`config.mk`:
```
export PLATFORM = sky130hd
export DESIGN_NAME = mux_nx1_pipe
export DESIGN_NICKNAME = d
export VERILOG_FILES = /design/src/rtl/mux_nx1_pipe.sv
export SDC_FILE = /design/constraint.sdc
export NUM_CORES = 1
export LEC_CHECK = 0
export CAP_MARGIN = 20
export CORE_MARGIN = 2
export CORE_UTILIZATION = 44
export DETAILED_ROUTE_END_ITERATION = 7
export GPL_ROUTABILITY_DRIVEN = 1
export PLACE_DENSITY_LB_ADDON = 0.05
export SYNTH_ARGS = -nofsm -noshare
export SYNTH_HDL_FRONTEND = slang
export SYNTH_SLANG_ARGS = --single-unit
export TNS_END_PERCENT = 50
```
`constraint.sdc`:
```
create_clock -name clk -period 1.9 [get_ports clk]
set_clock_uncertainty 0.2 [all_clocks]
set_input_delay 0.38 -clock clk [delete_from_list [all_inputs] [get_ports clk]]
set_output_delay 0.38 -clock clk [all_outputs]
set_load 0.01 [all_outputs]
```
`src/rtl/mux_nx1_pipe.sv`:
```
// mux_nx1_pipe: N_IN:1 word multiplexer with a registered, skid-buffered output stage.
// Latency: 1 cycle from an accepted input beat to out_valid/out_data; 1 beat/cycle sustained.
// Backpressure: out_ready low holds the output word; one extra beat parks in a skid register,
//   then in_ready (registered, never combinational from out_ready) drops until the skid drains.
//
// Ports:
//   clk        - single clock, all state updates on the rising edge
//   reset      - synchronous, active-high; clears held beats, out_data=0, sel_err=0, in_ready=1
//   in_data    - N_IN packed words, input k at [k*WIDTH +: WIDTH]
//   sel        - index of the word to capture, sampled with in_valid
//   in_valid   - in_data/sel valid this cycle
//   in_ready   - block accepts a beat this cycle (equals NOT skid_valid, registered)
//   out_data   - selected word
//   out_valid  - out_data is valid
//   out_ready  - consumer takes out_data this cycle
//   sel_err    - sticky out-of-range-select flag
//
// Optional feature macro: MUX_SEL_CHECK_EN
//   defined   : a beat with sel >= N_IN captures 0 and sets sel_err until reset
//   undefined : sel_err is tied to 0 and an out-of-range sel selects input 0

module mux_nx1_pipe #(
  parameter int WIDTH = 32,
  parameter int N_IN  = 4,
  parameter int SEL_W = $clog2(N_IN)
) (
  input  logic                  clk,
  input  logic                  reset,
  input  logic [N_IN*WIDTH-1:0] in_data,
  input  logic [SEL_W-1:0]      sel,
  input  logic                  in_valid,
  output logic                  in_ready,
  output logic [WIDTH-1:0]      out_data,
  output logic                  out_valid,
  input  logic                  out_ready,
  output logic                  sel_err
);

  // Occupancy of the two-entry output stage.
  //   ST_EMPTY : nothing held
  //   ST_ONE   : output register holds a beat
  //   ST_FULL  : output register and skid register both hold beats
  typedef enum logic [1:0] {
    ST_EMPTY = 2'd0,
    ST_ONE   = 2'd1,
    ST_FULL  = 2'd2
  } state_e;

  state_e           state_q, state_d;
  logic [WIDTH-1:0] out_data_q, out_data_d;
  logic [WIDTH-1:0] skid_data_q, skid_data_d;
  logic             in_ready_q, in_ready_d;

  logic             accept;
  logic             consume;
  logic [WIDTH-1:0] sel_word;

`ifdef MUX_SEL_CHECK_EN
  logic             sel_oob;
  logic             sel_err_q, sel_err_d;
`endif

  // ------------------------------------------------------------------
  // Handshakes. in_ready_q is low only in ST_FULL, so no beat can be
  // accepted while the skid register is occupied.
  // ------------------------------------------------------------------
  assign out_valid = (state_q != ST_EMPTY);
  assign accept    = in_valid && in_ready_q;
  assign consume   = out_valid && out_ready;

  // ------------------------------------------------------------------
  // Word select. The default covers any sel value that matches no input;
  // in the checked build that case is forced to zero and flagged.
  // ------------------------------------------------------------------
  always_comb begin
    sel_word = in_data[WIDTH-1:0];
`ifdef MUX_SEL_CHECK_EN
    sel_oob  = 1'b1;
`endif
    for (int k = 0; k < N_IN; k++) begin
      if (sel == SEL_W'(k)) begin
        sel_word = in_data[k*WIDTH +: WIDTH];
`ifdef MUX_SEL_CHECK_EN
        sel_oob  = 1'b0;
`endif
      end
    end
`ifdef MUX_SEL_CHECK_EN
    if (sel_oob) begin
      sel_word = '0;
    end
`endif
  end

  // ------------------------------------------------------------------
  // Next-state and datapath steering.
  // ------------------------------------------------------------------
  always_comb begin
    state_d     = state_q;
    out_data_d  = out_data_q;
    skid_data_d = skid_data_q;

    case (state_q)
      ST_EMPTY: begin
        if (accept) begin
          state_d    = ST_ONE;
          out_data_d = sel_word;
        end
      end

      ST_ONE: begin
        if (accept && consume) begin
          // Old word leaves, new word replaces it in place.
          out_data_d = sel_word;
        end else if (accept) begin
          // Output is stalled: park the new word behind it.
          state_d     = ST_FULL;
          skid_data_d = sel_word;
        end else if (consume) begin
          state_d = ST_EMPTY;
        end
      end

      ST_FULL: begin
        // in_ready_q is low here, so only a consume can move the state.
        if (consume) begin
          state_d    = ST_ONE;
          out_data_d = skid_data_q;
        end
      end

      default: begin
        state_d = ST_EMPTY;
      end
    endcase

    // Registered ready: reflects whether the skid will be free next cycle.
    in_ready_d = (state_d != ST_FULL);
  end

`ifdef MUX_SEL_CHECK_EN
  always_comb begin
    sel_err_d = sel_err_q | (accept & sel_oob);
  end
`endif

  // ------------------------------------------------------------------
  // State registers.
  // ------------------------------------------------------------------
  always_ff @(posedge clk) begin
    if (reset) begin
      state_q     <= ST_EMPTY;
      out_data_q  <= '0;
      skid_data_q <= '0;
      in_ready_q  <= 1'b1;
`ifdef MUX_SEL_CHECK_EN
      sel_err_q   <= 1'b0;
`endif
    end else begin
      state_q     <= state_d;
      out_data_q  <= out_data_d;
      skid_data_q <= skid_data_d;
      in_ready_q  <= in_ready_d;
`ifdef MUX_SEL_CHECK_EN
      sel_err_q   <= sel_err_d;
`endif
    end
  end

  assign in_ready = in_ready_q;
  assign out_data = out_data_q;

`ifdef MUX_SEL_CHECK_EN
  assign sel_err = sel_err_q;
`else
  assign sel_err = 1'b0;
`endif

endmodule

```
==> qor.csv <==
metric,value,unit
Clock Tree Root,clkbuf_8,
DR vias/cell,5.45,
TritonCTS Sinks,67,
Hold Buf Count CTS,0,
Clock Power Share,34.5,%
"Clk Latency, worst-skew pair",0.34,ns
fin worst setup slack,-0.0291,ns
"Period Utilization, post-route",102,%
grt total ovfl,0,
main combinational cell family by area after synthesis,multiplexers,
Max Fanout on Critical Path,19,
Pwr Density,653,mW/mm2
max cap viols,0,
die width,102,um
f_max,518,MHz
Tmin final,1.93,ns
WS Path Type,input pin to register,
number of synthesized register bits,67,
n_diodes,0,
Die H,102,um
post-route ant nets,0,
CP required,1.91,ns
static leakage,2.56,nW
antenna violations before repair,0,
IO buf count,167,
Int Pwr,0.00309,W
All-Layer GR Usage,22.7,%
pin count of the biggest net entering global routing,46,
CTS Buf Count,9,
Rows,35,
Max Slew Vio Count,0,
HPWL Detailed,8.44,mm
Syn Nets,557,
RD Place Congestion,0.797,
Switching Fraction,26.6,%
NetSw,0.00112,W
hold_ws,0.292,ns
final setup vio count,2,
pre-CTS setup slack,-0.406,ns
"Seq/Total Area, Yosys",31.9,%
mux contribution to synthesized area,23.1,%
Routed WL,12.1,mm
CTS max path bufs,2,
Critical Path Sink Type,register,
Max VDD drop,0.363,mV
failing checks,setup timing,
nets,719,
Post-Synth Simple-Gate Area,21.8,%
Synth-to-Final Area Change,53.5,%
Synth cell types,31,
DRT iter0 DRCs,96,
RSZ-0062 raised after global routing,true,
post-synthesis cell area,0.00420,mm2
Synth Area in XOR/XNOR,0,%
Synth Warn #,0,
die area,0.0104,mm2
drt wl/cell,16.8,um
vias in the first global route,3938,
DRC Markers,0,
Seq pwr share,36.9,%
Mapped Cells,423,
crit start category,input pin,
flop2flop setup slack,0.09,ns
run status,"complete, but fails checks",
Final Hold Vio Count,0,
Compound-Gate Fraction of Synth Area,16.3,%
htree depth,3,
first-pass GRT wire length,18.6,mm
Initial Util,45.5,%
CP Data Arrival Time,1.94,ns
total number of vias,3920,
Pre-antenna DRT Iters,4,
Gate power share,28.6,%
Synth Area in Adders,0,%
worst hold path type,register to register,
CTS tree,built,
Avg Inst Size Synth,9.94,um2
clock slew at reported path FFs,0.07,ns
fillers,760,
share of layout cells above drive strength 1,18.3,%
core area,0.00924,mm2
num ports,169,
## flip-flops by register name, summed over array words and instances, names as in the netlist
register	flops
out_data	32
skid_data_q	32
state_q	2
in_ready	1
## power by group through the flow
stage	sequential [W]	combinational, W	clock (W)
3_3_place_gp	0.00158	0.00115	0
6_report	0.00156	0.00120	0.00145
5_1_grt	0.00157	0.00130	0.00154
4_1_cts	0.00156	0.00118	0.00148
2_1_floorplan	0.00161	0.000559	0
3_5_place_dp	0.00159	0.00118	0
## routing by layer
layer,global-route usage [%],routed length [um],vias to the layer above
li1,-,-,1935
met1,26.7,5030,1857
met2,40.4,6200,122
met3,6.42,804,6
met4,5.93,65,0
met5,0,0,-
## area by class of cell
cell class | instances | area [um2] | share of cell area (%)
inverter | 1 | 3.75 | 0.0582
clock inverter | 5 | 100 | 1.55
sequential | 67 | 1340 | 20.8
timing repair buffer | 198 | 2030 | 31.5
multi-input combinational | 308 | 2670 | 41.4
tap | 129 | 161 | 2.50
clock buffer | 11 | 141 | 2.19
## stage by stage
stage	cell area, um2	util, %	power [W]	TNS [ns]	std cells
6_report	6450	69.8	0.00422	-0.0292	719
5_1_grt	6450	69.8	0.00441	-0.133	719
4_1_cts	6360	68.8	0.00422	0	717
3_5_place_dp	6110	66.1	0.00276	-18.41	701
3_3_place_gp	6110	66.1	0.00273	-15.98	701
2_1_floorplan	4200	-	0.00217	0	423
## layout by cell type (no fill, tap or decap), drive strengths merged, types with 2 or more instances in the layout
cell,Yosys,final
a2111oi,32,32
a22o,32,32
buf,33,34
bufinv,0,3
clkbuf,14,12
clkdlybuf4s50,0,163
clkinv,0,2
dfxtp,67,67
mux2i,97,97
nand2,2,2
nand2b,2,2
nor2,34,34
nor2b,2,2
nor3,65,65
nor3b,32,32
## critical path: stages
cell,delay (ns)
clkdlybuf4s50_1,0.50
nand2_2,0.08
o31a_4,0.35
buf_12,0.16
a2111oi_1,0.35
nor3_1,0.11
## final timing paths
check,startpoint,end,depth (start not counted)
max reg2reg,state_q[0],out_data[26],5
min,skid_data_q[31],skid_data_q[31],1
max,in_valid,out_data[26],6
min reg2reg,skid_data_q[31],skid_data_q[31],1
## logic make-up (layout without fill, tap and decap cells)
| logic type | Yosys count | in the layout |
|---|---|---|
| muxes | 97 | 97 |
| other | 1 | 1 |
| and+or+nand+nor | 141 | 141 |
| DFF | 67 | 67 |
| buffers and inverters | 48 | 215 |
| AOI/OAI and AO/OA | 69 | 69 |
## Yosys cell counts (all sizes together)
master / count / share of area, %
nand2b: 2 / 0.30
a22o: 32 / 6.7
conb: 1 / 0.089
nand4b: 1 / 0.21
nor3: 65 / 8.6
o31a: 1 / 0.42
clkbuf: 14 / 1.2
buf: 33 / 5.5
mux2i: 97 / 23
nor4: 1 / 0.30
a2111oi: 32 / 8.3
o31ai: 1 / 0.30
a211o: 1 / 0.21
o22a: 1 / 0.21
inv: 1 / 0.089
dfxtp: 67 / 32
nor2b: 2 / 0.36
nor2: 34 / 3.0
o21a: 1 / 0.18
nand2: 2 / 0.24
or2: 1 / 0.15
nor3b: 32 / 8.5
nand3b: 1 / 0.18
## repair_timing
action,CTS,global route
setup endpoints to repair,5,19
buffers inserted,0,1
gates resized for setup,8,16
cloned,0,1
Power figures use the tool's default switching activity.
